`src/rtl/bcd_mod_counter.sv`:
```
`default_nettype none
// ============================================================================
//  Module   : bcd_mod_counter
//  Purpose  : N-digit BCD up/down counter over [MIN_VAL..MAX_VAL] with
//             wrap or saturate at the bounds, range-checked parallel load,
//             clear, and zero-latency carry/borrow for chaining time fields.
//  Revision : 1.0  initial release
// ============================================================================
module bcd_mod_counter #(
  parameter int DIGITS  = 2,
  parameter int MAX_VAL = 99,
  parameter int MIN_VAL = 0,
  parameter bit WRAP    = 1'b1
) (
  input  logic                  i_clk,
  input  logic                  i_rstn,
  input  logic                  i_clear,
  input  logic                  i_load,
  input  logic [4*DIGITS-1:0]   i_load_bcd,
  input  logic                  i_up,
  input  logic                  i_down,
  output logic [4*DIGITS-1:0]   o_bcd,
  output logic                  o_carryup,
  output logic                  o_borrowdown,
  output logic                  o_at_max,
  output logic                  o_at_min,
  output logic                  o_load_err
);

  // --------------------------------------------------------------------------
  // Elaboration-time helpers
  // --------------------------------------------------------------------------
  function automatic longint pow10(input int n);
    longint r;
    r = 1;
    for (int i = 0; i < n; i++) r = r * 10;
    return r;
  endfunction

  // Decimal integer to packed BCD, digit 0 in the low nibble.
  function automatic logic [4*DIGITS-1:0] to_bcd(input int v);
    logic [4*DIGITS-1:0] r;
    int                  t;
    r = '0;
    t = v;
    for (int i = 0; i < DIGITS; i++) begin
      r[4*i +: 4] = 4'(t % 10);
      t = t / 10;
    end
    return r;
  endfunction

  // +1 with per-digit ripple: a 9 rolls to 0 and carries into the next digit.
  function automatic logic [4*DIGITS-1:0] bcd_inc(input logic [4*DIGITS-1:0] v);
    logic [4*DIGITS-1:0] r;
    logic                c;
    r = v;
    c = 1'b1;
    for (int i = 0; i < DIGITS; i++) begin
      if (c) begin
        if (v[4*i +: 4] == 4'd9) begin
          r[4*i +: 4] = 4'd0;
        end else begin
          r[4*i +: 4] = v[4*i +: 4] + 4'd1;
          c = 1'b0;
        end
      end
    end
    return r;
  endfunction

  // -1 with per-digit borrow: a 0 rolls to 9 and borrows from the next digit.
  function automatic logic [4*DIGITS-1:0] bcd_dec(input logic [4*DIGITS-1:0] v);
    logic [4*DIGITS-1:0] r;
    logic                b;
    r = v;
    b = 1'b1;
    for (int i = 0; i < DIGITS; i++) begin
      if (b) begin
        if (v[4*i +: 4] == 4'd0) begin
          r[4*i +: 4] = 4'd9;
        end else begin
          r[4*i +: 4] = v[4*i +: 4] - 4'd1;
          b = 1'b0;
        end
      end
    end
    return r;
  endfunction

  // True when every nibble holds a legal decimal digit.
  function automatic logic digits_ok(input logic [4*DIGITS-1:0] v);
    logic ok;
    ok = 1'b1;
    for (int i = 0; i < DIGITS; i++) begin
      if (v[4*i +: 4] > 4'd9) ok = 1'b0;
    end
    return ok;
  endfunction

  // --------------------------------------------------------------------------
  // Parameter legality
  // --------------------------------------------------------------------------
  generate
    if (DIGITS < 1) begin : g_err_digits
      $error("bcd_mod_counter: DIGITS must be >= 1");
    end
    if (longint'(MAX_VAL) >= pow10(DIGITS)) begin : g_err_max
      $error("bcd_mod_counter: MAX_VAL does not fit in DIGITS digits");
    end
    if (MIN_VAL > MAX_VAL) begin : g_err_min
      $error("bcd_mod_counter: MIN_VAL exceeds MAX_VAL");
    end
  endgenerate

  localparam logic [4*DIGITS-1:0] c_max_bcd = to_bcd(MAX_VAL);
  localparam logic [4*DIGITS-1:0] c_min_bcd = to_bcd(MIN_VAL);

  // --------------------------------------------------------------------------
  // State and combinational decode
  // --------------------------------------------------------------------------
  logic [4*DIGITS-1:0] count_q, count_d;
  logic                load_err_q, load_err_d;

  logic                w_step_up;
  logic                w_step_dn;
  logic                w_load_ok;
  logic [4*DIGITS-1:0] w_inc;
  logic [4*DIGITS-1:0] w_dec;

  assign w_step_up = i_up & ~i_down;
  assign w_step_dn = i_down & ~i_up;
  assign w_inc     = bcd_inc(count_q);
  assign w_dec     = bcd_dec(count_q);

  // With all nibbles legal, BCD ordering equals unsigned vector ordering,
  // so the range test can compare the packed vectors directly.
  assign w_load_ok = digits_ok(i_load_bcd)
                   & (i_load_bcd >= c_min_bcd)
                   & (i_load_bcd <= c_max_bcd);

  assign o_at_max = (count_q == c_max_bcd);
  assign o_at_min = (count_q == c_min_bcd);

  assign o_carryup    = WRAP & i_rstn & w_step_up & o_at_max & ~i_clear & ~i_load;
  assign o_borrowdown = WRAP & i_rstn & w_step_dn & o_at_min & ~i_clear & ~i_load;

  assign o_bcd      = count_q;
  assign o_load_err = load_err_q;

  // Next count and load-error pulse, in priority clear > load > step > hold.
  always_comb begin
    count_d    = count_q;
    load_err_d = 1'b0;
    if (i_clear) begin
      count_d = c_min_bcd;
    end else if (i_load) begin
      if (w_load_ok) begin
        count_d = i_load_bcd;
      end else begin
        load_err_d = 1'b1;
      end
    end else if (w_step_up) begin
      if (o_at_max) begin
        count_d = WRAP ? c_min_bcd : count_q;
      end else begin
        count_d = w_inc;
      end
    end else if (w_step_dn) begin
      if (o_at_min) begin
        count_d = WRAP ? c_max_bcd : count_q;
      end else begin
        count_d = w_dec;
      end
    end
  end

  // State register with synchronous active-low reset to the lower bound.
  always_ff @(posedge i_clk) begin
    if (!i_rstn) begin
      count_q    <= c_min_bcd;
      load_err_q <= 1'b0;
    end else begin
      count_q    <= count_d;
      load_err_q <= load_err_d;
    end
  end

endmodule
`default_nettype wire

```
`config.mk`:
```
export PLATFORM = sky130hd
export DESIGN_NAME = bcd_mod_counter
export DESIGN_NICKNAME = d
export VERILOG_FILES = /design/src/rtl/bcd_mod_counter.sv
export SDC_FILE = /design/constraint.sdc
export NUM_CORES = 1
export LEC_CHECK = 0
export CAP_MARGIN = 20
export CORE_MARGIN = 5
export CORE_UTILIZATION = 46
export DETAILED_ROUTE_END_ITERATION = 7
export PLACE_DENSITY = 0.85
export SYNTH_ARGS = -nofsm -noshare
export SYNTH_HDL_FRONTEND = slang
export SYNTH_SLANG_ARGS = --single-unit
```
`constraint.sdc`:
```
create_clock -name i_clk -period 2 [get_ports i_clk]
set_input_delay 0.4 -clock i_clk [delete_from_list [all_inputs] [get_ports i_clk]]
set_output_delay 0.4 -clock i_clk [all_outputs]
set_load 0.02 [all_outputs]
```
# Yosys cells after proc, flatten, opt, wreduce, memory -nomap -nowiden
# Index checks and enable logic that the tools add are counted.
# Widths: inputs -> output; s select.
# totals
reg_bits	9
output_inout_bits	13
in_bits	14
elab_cells	59
# op_classes
n_reduce_logical	9
eq_ne	5
muxes	17
magnitude_cmp	4
addsub	4
bitwise	17
# ops
cell	n
$mux 8	6
$mux 4	6
$and 1x1->1	12
$add 4x1->4 const B	2
$eq 4x4->1 const B	2
$eq 8x8->1 const B	1
$ge 8x1->1 const B	1
$gt 4x4->1 const B	2
$le 8x8->1 const B	1
$logic_not 4->1	2
$logic_not 8->1	1
$sub 4x1->4 const B	2
$mux 1	5
$not 1->1	5
$ne 4x3->1 const B	1
$reduce_and 4->1	1
$reduce_bool 4->1	1
$reduce_bool 3->1	1
$reduce_or 3->1	1
$ne 2x1->1 const B	1
$reduce_and 2->1	1
$reduce_or 2->1	1

# Logic depth before layout (Yosys ltp)
# depth
ltp_word	7
depth_mapped	7
ltp_nobuf	7

# Least setup slack after synthesis
# Ideal clock, no wire load.
# synth_timing
path_type	register -> output
from	reg count_q[0], in the netlist o_bcd[0]
to	out o_carryup
n_path_buf	0
arrival_time_ps	1914
setup_slack_ps	-314
required_time_ps	1600
stages_incl_launch_ff	6
cell_sequence	dfxtp_1 ha_1 nand2_1 or2_1 nor3_1 and3_1
# synth_between
elab_chain_len	4
# synth_rtl
element	line	rtl
from (decl)	122	logic [4*DIGITS-1:0] count_q, count_d;
from (signal assigned)	181	count_q <= c_min_bcd;
from (signal assigned)	184	count_q <= count_d;
$eq 8x8->1	142	assign o_at_max = (count_q == c_max_bcd);
named net o_at_max	25	output logic o_at_max,
$and 1x1->1 (3 in a row)	145	assign o_carryup = WRAP & i_rstn & w_step_up & o_at_max & ~i_clear & ~i_load;
to (decl)	23	output logic o_carryup,
# The timed path passes the listed nets, and every way through them passes these cells.

# Final worst setup path
# layout_timing
from	reg count_q[0], in the netlist o_bcd[0]
to	out o_borrowdown
# layout_between
elab_chain_len	4
# layout_rtl
element	line	rtl
$logic_not 8->1	143	assign o_at_min = (count_q == c_min_bcd);
$and 1x1->1 (3 in a row)	146	assign o_borrowdown = WRAP & i_rstn & w_step_dn & o_at_min & ~i_clear & ~i_load;
to (decl)	24	output logic o_borrowdown,
# No other way between the ends.

==> impl_metrics.py <==
metrics = {
    "status": {
        "outcome": "complete, but fails checks",
        "violations": "setup timing",
    },
    "sta": {
        "max_slew_margin": 0.750,
        "setup_violations": 1,
        "hold_viol_final": 0,
        "drv_slew": 0,
        "fin_hold_ws_ps": 632,
        "finalCriticalPeriod_ps": 2000,
        "finalClockSkew_ps": 3.68,
        "tightest_slew_ps": 374,
        "rsz0062_at_grt": "true",
        "fin_tns_setup_ps": -2.54,
        "post-route-period-util": 1.00,
        "fin_ws_ps": -2.54,
        "clock.fmax_mhz": 499,
    },
    "cells_and_area": {
        "fin_nets": 189,
        "syn2layout_area_growth_pct": 62.1,
        "design_area_mm2": 0.00146,
        "layout_common_cells": "buf_4, clkdlybuf4s50_1, nand3_1",
        "antenna_cells": 0,
        "nFillCells": 126,
        "final_common_cell": "buf_4",
        "drive_above_1_share": 0.357,
    },
    "critical_path": {
        "required_ps": 1600,
        "cpMaxStageDelayCell": "dfxtp_2",
        "critPathTopFamily": "simple AND/OR/NAND/NOR gates",
        "path_buf_inv": 2,
        "crit_path_end_kind": "output port",
        "path_class": "register to output port",
        "path_cells": "inv_1 > ha_2 > nor3b_4 > and2_4 > and4_1 > buf_4",
        "start_kind": "register",
        "crit_fanout": 3,
        "cp_data_arrival_time_ps": 1600,
        "critPathMaxStageDelay_ps": 340,
    },
    "cts": {
        "cts_tree": "built",
        "cts_hold_buffers": 0,
        "clk_path_buf_depth": 2,
        "insertion_delay_ps": 270,
        "htree_levels": 1,
        "cts_buffers": 3,
        "cts_root_buffer": "clkbuf_4",
        "cts.sinks": 9,
        "clk_pin_slew_ps": 70,
    },
    "synthesis": {
        "postSynthCellCount": 114,
        "yosysSeqAreaShare": 0.200,
        "synth_flop_cell": "dfxtp_1",
        "synth.distinct_cells": 47,
        "syn_nets": 134,
        "ys_ff_latch": 9,
        "async_reset_ff_frac": 0,
        "synth_edf_count": 0,
        "yosysWarningCount": 0,
        "syn_area_per_cell_um2": 7.90,
        "synth_area_um2": 901,
    },
    "placed_design": {
        "place.gp.congestion": 0.911,
        "placed_cell_area_mm2": 0.00138,
        "dpl.hpwl_um": 2440,
        "io_buffers": 26,
    },
    "grt": {
        "grt_pass1_vias": 1079,
        "grt_pass1_wl_um": 4940,
        "antenna_found_initial": 0,
        "grtUsageTotal": 0.234,
        "grt-ovfl-total": 0,
        "grt_max_degree": 15,
    },
    "power_and_ir_drop": {
        "p_total_w": 0.000623,
        "power_density_mw_per_mm2": 427,
        "leakage_nw": 0.590,
        "worst_ir_drop_vdd_uv": 284,
    },
    "floorplan": {
        "core_area_mm2": 0.00192,
        "ios": 27,
        "num_rows": 16,
        "dieWidth_um": 54.3,
        "die_h_um": 54.3,
        "die_area_mm2": 0.00294,
        "initial_utilization": 0.469,
    },
    "routing": {
        "vias_per_cell": 6.10,
        "num_vias": 1189,
        "dr.pass1.iters": 4,
        "initialDrtViolationCount": 62,
        "ant_nets": 0,
        "routed_wl_um": 3330,
        "drcViolationCount": 0,
        "wl_per_cell_um": 17.1,
    },
    "flow_run": {
        "maxCapViolCount": 0,
    },
    "min_path": {
        "hp-class": "register to register",
    },
}
-- registers in the layout, summed over array words and instances (netlist names) --
name,count
o_bcd,8
o_load_err,1
-- per-layer routing --
layer  wire length, µm  up-vias  share of wire  global-route usage
li1                  -      541              -                   -
met1              1370      576           0.41               0.286
met2              1630       57           0.49               0.390
met3               191       15          0.057              0.0245
met4               135        0          0.041               0.145
met5                 0        -              0                   0
-- Yosys cell counts, types with 2 or more instances --
cell / instances / area share
nand3_1: 10 / 0.056
dfxtp_1: 9 / 0.20
nand2_1: 9 / 0.037
a21oi_1: 6 / 0.033
ha_1: 6 / 0.083
inv_1: 6 / 0.025
nor2_1: 6 / 0.025
o21ai_0: 6 / 0.033
a311oi_1: 4 / 0.039
o31ai_1: 4 / 0.033
buf_6: 3 / 0.037
a211o_1: 2 / 0.019
a211oi_1: 2 / 0.017
a31oi_1: 2 / 0.014
buf_4: 2 / 0.017
clkbuf_1: 2 / 0.0083
nor2b_1: 2 / 0.014
nor3_1: 2 / 0.011
o2111ai_1: 2 / 0.019
o21ai_1: 2 / 0.011
-- final timing paths --
path / from / to / slack [ps] / cells past startpoint
max: o_bcd[0]$_SDFFE_PP0P_ / o_borrowdown / -3 / 6
min: o_bcd[4]$_SDFFE_PP0P_ / o_bcd[4]$_SDFFE_PP0P_ / 630 / 3
max reg2reg: o_bcd[1]$_SDFFE_PP0P_ / o_bcd[1]$_SDFFE_PP0P_ / 280 / 9
min reg2reg: o_bcd[4]$_SDFFE_PP0P_ / o_bcd[4]$_SDFFE_PP0P_ / 630 / 3
-- worst reg2reg max path, delay by kind of cell, from the launching register on --
| family | cells | cell delay (ps) |
|---|---|---|
| AO/OA/AOI/OAI | 3 | 490 |
| AND/OR/NAND/NOR | 2 | 310 |
| adder cells (fa/ha/maj) | 1 | 150 |
| flip-flops | 1 | 320 |
| buffers and inverters | 3 | 340 |
-- logic make-up (layout without fill, tap and decap cells) --
kind of cell | after synthesis | after routing | share of synthesized area
AOI/OAI and AO/OA | 41 | 41 | 0.336
adders and majority gates | 6 | 6 | 0.0833
buffers and inverters | 14 | 68 | 0.0917
DFF | 9 | 9 | 0.200
and+or+nand+nor | 44 | 44 | 0.289
-- report_power, final --
| part | leakage [nW] | internal, W | total (W) | switching, W |
|---|---|---|---|---|
| Clock | 0.0150 | 0.0000774 | 0.000151 | 0.0000732 |
| Sequential | 0.0746 | 0.000188 | 0.000197 | 0.00000846 |
| Combinational | 0.501 | 0.000140 | 0.000276 | 0.000136 |
| Total | 0.590 | 0.000406 | 0.000623 | 0.000217 |
-- area by class of cell --
cell class | count | area (µm²) | share of cell area
Tap cell | 27 | 33.8 | 0.0231
Multi-Input combinational cell | 91 | 702 | 0.481
Inverter | 7 | 26.3 | 0.0180
Timing Repair Buffer | 57 | 488 | 0.334
Clock buffer | 4 | 26.3 | 0.0180
Sequential cell | 9 | 184 | 0.126
-- through the flow --
stage | utilization | cells | setup WS (ps)
4_1_cts | 0.736 | 194 | -20.7
3_3_place_gp | 0.717 | 190 | -340
2_1_floorplan | - | 114 | 32.5
5_1_grt | 0.760 | 195 | -62.8
3_5_place_dp | 0.717 | 190 | -367
6_report | 0.760 | 195 | -2.54
-- what timing repair did --
item	in CTS	in global routing
gates resized for setup	23	13
buffers inserted	0	1
setup endpoints to repair	4	5
pin swaps	2	1
(Power assumes the default switching activity.)
==> RTL edit 1 (same flow settings) <==
`WRAP`: 1'b1 -> 1'b0.
--- a/src/rtl/bcd_mod_counter.sv
+++ b/src/rtl/bcd_mod_counter.sv
@@ -12,3 +12,3 @@
   parameter int MIN_VAL = 0,
-  parameter bit WRAP    = 1'b1
+  parameter bit WRAP    = 1'b0
 ) (
Check against the original RTL: not equivalent (Yosys sat finds a counterexample within 4 cycles, from zero or initial values).
==> RTL edit 1 against the original RTL <==
- non-clock buffer count fell by 10
- first-iteration DRC count fell by 31%
- worst hold slack lost 4.0 ps
- worst setup slack better by 68 ps
- area after synthesis down 2.5%
- wire length decreased by 15%
- power is 3.0% lower
- die area down 2.1%
- final area shrank 11%
- sequential cell count stayed put
- count of clock-buffer cells in the layout stayed put
- largest power group unchanged
==> RTL edit 1: results (changes against the original RTL) <==
Initial DRC Count 43 (-31%); met1 Track Usage GR 0.279 (-0.00685); Ys Warns 0 (unchanged); Post-Syn Instances 115 (+0.88%); clock power share 0.261 (+0.019); CP endpoint o_bcd[4]; met2 Usage GRT 0.353 (-0.0376); fmax 517 MHz (+3.5%); post-synthesis xor/xnor area fraction 0.0299 (+0.0299); clock tree buffer depth 2 (unchanged); cells on worst reg2reg path 6 (-3); hold endpoint o_bcd[7]; cts bufs inserted 3 (unchanged); Met3 Routed Length 192 um (+0.52%); register area share after synthesis 0.205 (+0.00513); cell at the slowest stage of the critical path clkdlybuf4s50_1; Lkg Pwr 0.497 nW (-16%); Worst Hold Class flip-flop to flip-flop; clock slew at reported path FFs approximately 60 ps; Adder-Cell Fraction of Synth Area 0 (-0.0833); Total GRT Usage 0.224 (-0.0104); Final Net Count 171 (-9.5%); Critical Path Start o_bcd[4]; dpl ws -119 ps (+249 ps); Post-Route Skew 5.16 ps (+1.48 ps); RR Endpoint o_bcd[4]; global placement routability congestion 0.870 (-4.5%); vias in the first global route 1030 (-4.5%); Comb pwr share 0.421 (-0.021); M1 WL 1.20 mm (-13%); Synth Area in Compound Gates 0.323 (-0.0127); top cells by area, synth dfxtp_1, o21ai_0, o211ai_4; cell family with most CP delay buffers and inverters; Arr. time, crit path 1530 ps (-70 ps); final wirelength 2.83 mm (-15%); outcome finished clean; Hold Worst Slack 628 ps (-4.04 ps); initial antenna violation count 0 (unchanged); DP Cell Count 177 (-6.8%); Post-synth top cells o21ai_0, nand2_1, dfxtp_1; Final HPWL DP 2.19 mm (-10%); CP max FO 9 (+6); Hold Crit Start o_bcd[7]; Avg WL per Cell 15.6 um (-8.5%); vias per cell 5.98 (-2.0%); Port-buffer cells 24 (-7.7%); Reg2Reg Setup Slack 150 ps (-130 ps); pin count of the biggest net entering global routing 16 (+1); share of cells above drive strength 1 0.237 (-0.120); first-pass GRT wire length 4.62 mm (-6.6%); multiplexer share of the synthesized area 0.0456 (+0.0456); Slew Viols, Final 0 (unchanged); Worst path max stage delay 620 ps (+280 ps); max reg flops 8 (unchanged); sw power 0.000212 W (-2.2%); routing usage on met3 0.0637 (+0.0392); # fillers 147 (+17%); metal2 WL 1.38 mm (-15%); VDD IR-drop max 0.361 mV (+27%)
-- RTL edit 1: worst reg2reg max path, cell delays in order (launching register included) --
cell and delay (ps):
dfxtp_1 340, or4_4 550, buf_4 160, o211ai_4 200
o211ai_4 180, a21bo_1 230, a31oi_1 70
-- RTL edit 1: layout make-up --
cell class	instances	area share
multi-input combinational	94	0.498
tap	25	0.0240
inverter	2	0.00576
clock buffer	4	0.0202
timing repair buffer	47	0.314
sequential	9	0.138
-- RTL edit 1: metrics by stage --
stage / cell area [sq um] / TNS (ps) / power [W] / util
after CTS: 1300 / 0 / 0.000599 / 0.738
after global placement: 1270 / -164 / 0.000439 / 0.723
final: 1300 / 0 / 0.000604 / 0.738
after floorplan: 882 / 0 / 0.000334 / -
after detailed placement: 1270 / -573 / 0.000447 / 0.723
after global routing: 1300 / 0 / 0.000634 / 0.738
-- RTL edit 1: timing repair --
action                     4_1_cts  5_1_grt
gates resized for setup          5        2
hold buffers                     0        0
setup endpoints to repair        2        2
==> RTL edit 2 (same flow settings) <==
Made on the original files. Reset style: asynchronous (`i_rstn`), changed in one clocked block. Comments in the files are not updated.
--- a/src/rtl/bcd_mod_counter.sv
+++ b/src/rtl/bcd_mod_counter.sv
@@ -178,3 +178,3 @@
   // State register with synchronous active-low reset to the lower bound.
-  always_ff @(posedge i_clk) begin
+  always_ff @(posedge i_clk or negedge i_rstn) begin
     if (!i_rstn) begin
Check against the original RTL: differs if i_rstn is asserted again (counterexample within 4 cycles, from zero or initial values and one cycle with i_rstn low); with i_rstn held inactive, the same outputs for 10 cycles.
==> RTL edit 2 against the original RTL <==
- the run still ends with negative setup slack left
- fmax shrank 12%
- first-iteration DRC count shrank 55%
- wire length shrank 6.2%
- global-route usage shrank 2.8 points
- final area grew 9.9%
- cell count grew 3.1%
- area after synthesis grew 12%
- worst setup slack lost 260 ps
- sequential share of layout area grew 1.6 points
- sequential cell count is the same
- highest routed layer unchanged
Power is not compared: it rests on default switching activity, and its combinational part moved more than twofold at a synthesized area within 25%.
==> RTL edit 2: results (changes against the original RTL) <==
RR Endpoint o_bcd[4]; Arr. time, crit path 1870 ps (+270 ps); Avg WL per Cell 15.5 um (-9.0%); failing checks negative setup slack; Met3 Routed Length 249 um (+30%); Final Net Count 197 (+4.2%); outcome finished with violations; Post-synth top cells inv_1, dfrtp_1, ha_1, nor2b_1, a211oi_1; DP Cell Count 195 (+2.6%); Hold Worst Slack 535 ps (-96.8 ps); register area share after synthesis 0.224 (+0.0239); multiplexer share of the synthesized area 0.0597 (+0.0597); Worst Hold Class primary input to async pin; synth unique cells 42 (-11%); asr flop ratio synth 1.00 (+1.00); met1 Track Usage GR 0.271 (-0.0152); top cells by area, synth dfrtp_1, ha_1, a211oi_1; final setup fails 3 (+2); Post-Syn Instances 116 (+1.8%); pin count of the biggest net entering global routing 14 (-1); Total GRT Usage 0.206 (-0.0284); syn_nets 139 (+3.7%); vias in the first global route 1129 (+4.6%); slack of the critical path -265 ps (-263 ps); Most used DFF post-synth dfrtp_1; CP max FO 2 (-1); Post-Route Skew 1.74 ps (-1.94 ps); met2 Usage GRT 0.340 (-0.0505); first-pass GRT wire length 5.26 mm (+6.4%); Critical Path Start o_bcd[1]; global placement routability congestion 0.912 (about the same); share of cells above drive strength 1 0.329 (-0.0277); dpl ws -465 ps (-97.7 ps); Initial DRC Count 28 (-55%); Final HPWL DP 2.51 mm (+2.9%)
RTL edit 2: what timing repair did:
| action | 4_1_cts | 5_1_grt |
|---|---|---|
| endpoints found under the setup margin | 9 | 4 |
| hold endpoints to repair | 0 | 0 |
| resized for setup | 28 | 5 |
| pin swaps | 3 | 2 |
| setup buffers | 2 | 3 |
| hold buffers | 0 | 0 |
RTL edit 2: final cells by class:
cell class              count  area, sq um
multi-input cells          90          757
flip-flops and latches      9          228
inverters                  12         47.5
fillers                   151          544
well taps                  28         35.0
repair buffers             58          510
clock buffers               4         26.3
RTL edit 2: worst max-delay path: stages (launching register included):
cell     delay (ps)
dfrtp_2         420
inv_4            70
ha_4            120
or3b_4          390
nor4b_4         230
and4_4          250
buf_6           110
RTL edit 2: cells by family (layout without fill, tap and decap cells):
family	after synthesis	after routing
AO/OA/AOI/OAI	33	33
adder cells (fa/ha/maj)	9	9
buffers and inverters	17	74
flip-flops	9	9
multiplexers	4	4
AND/OR/NAND/NOR	44	44
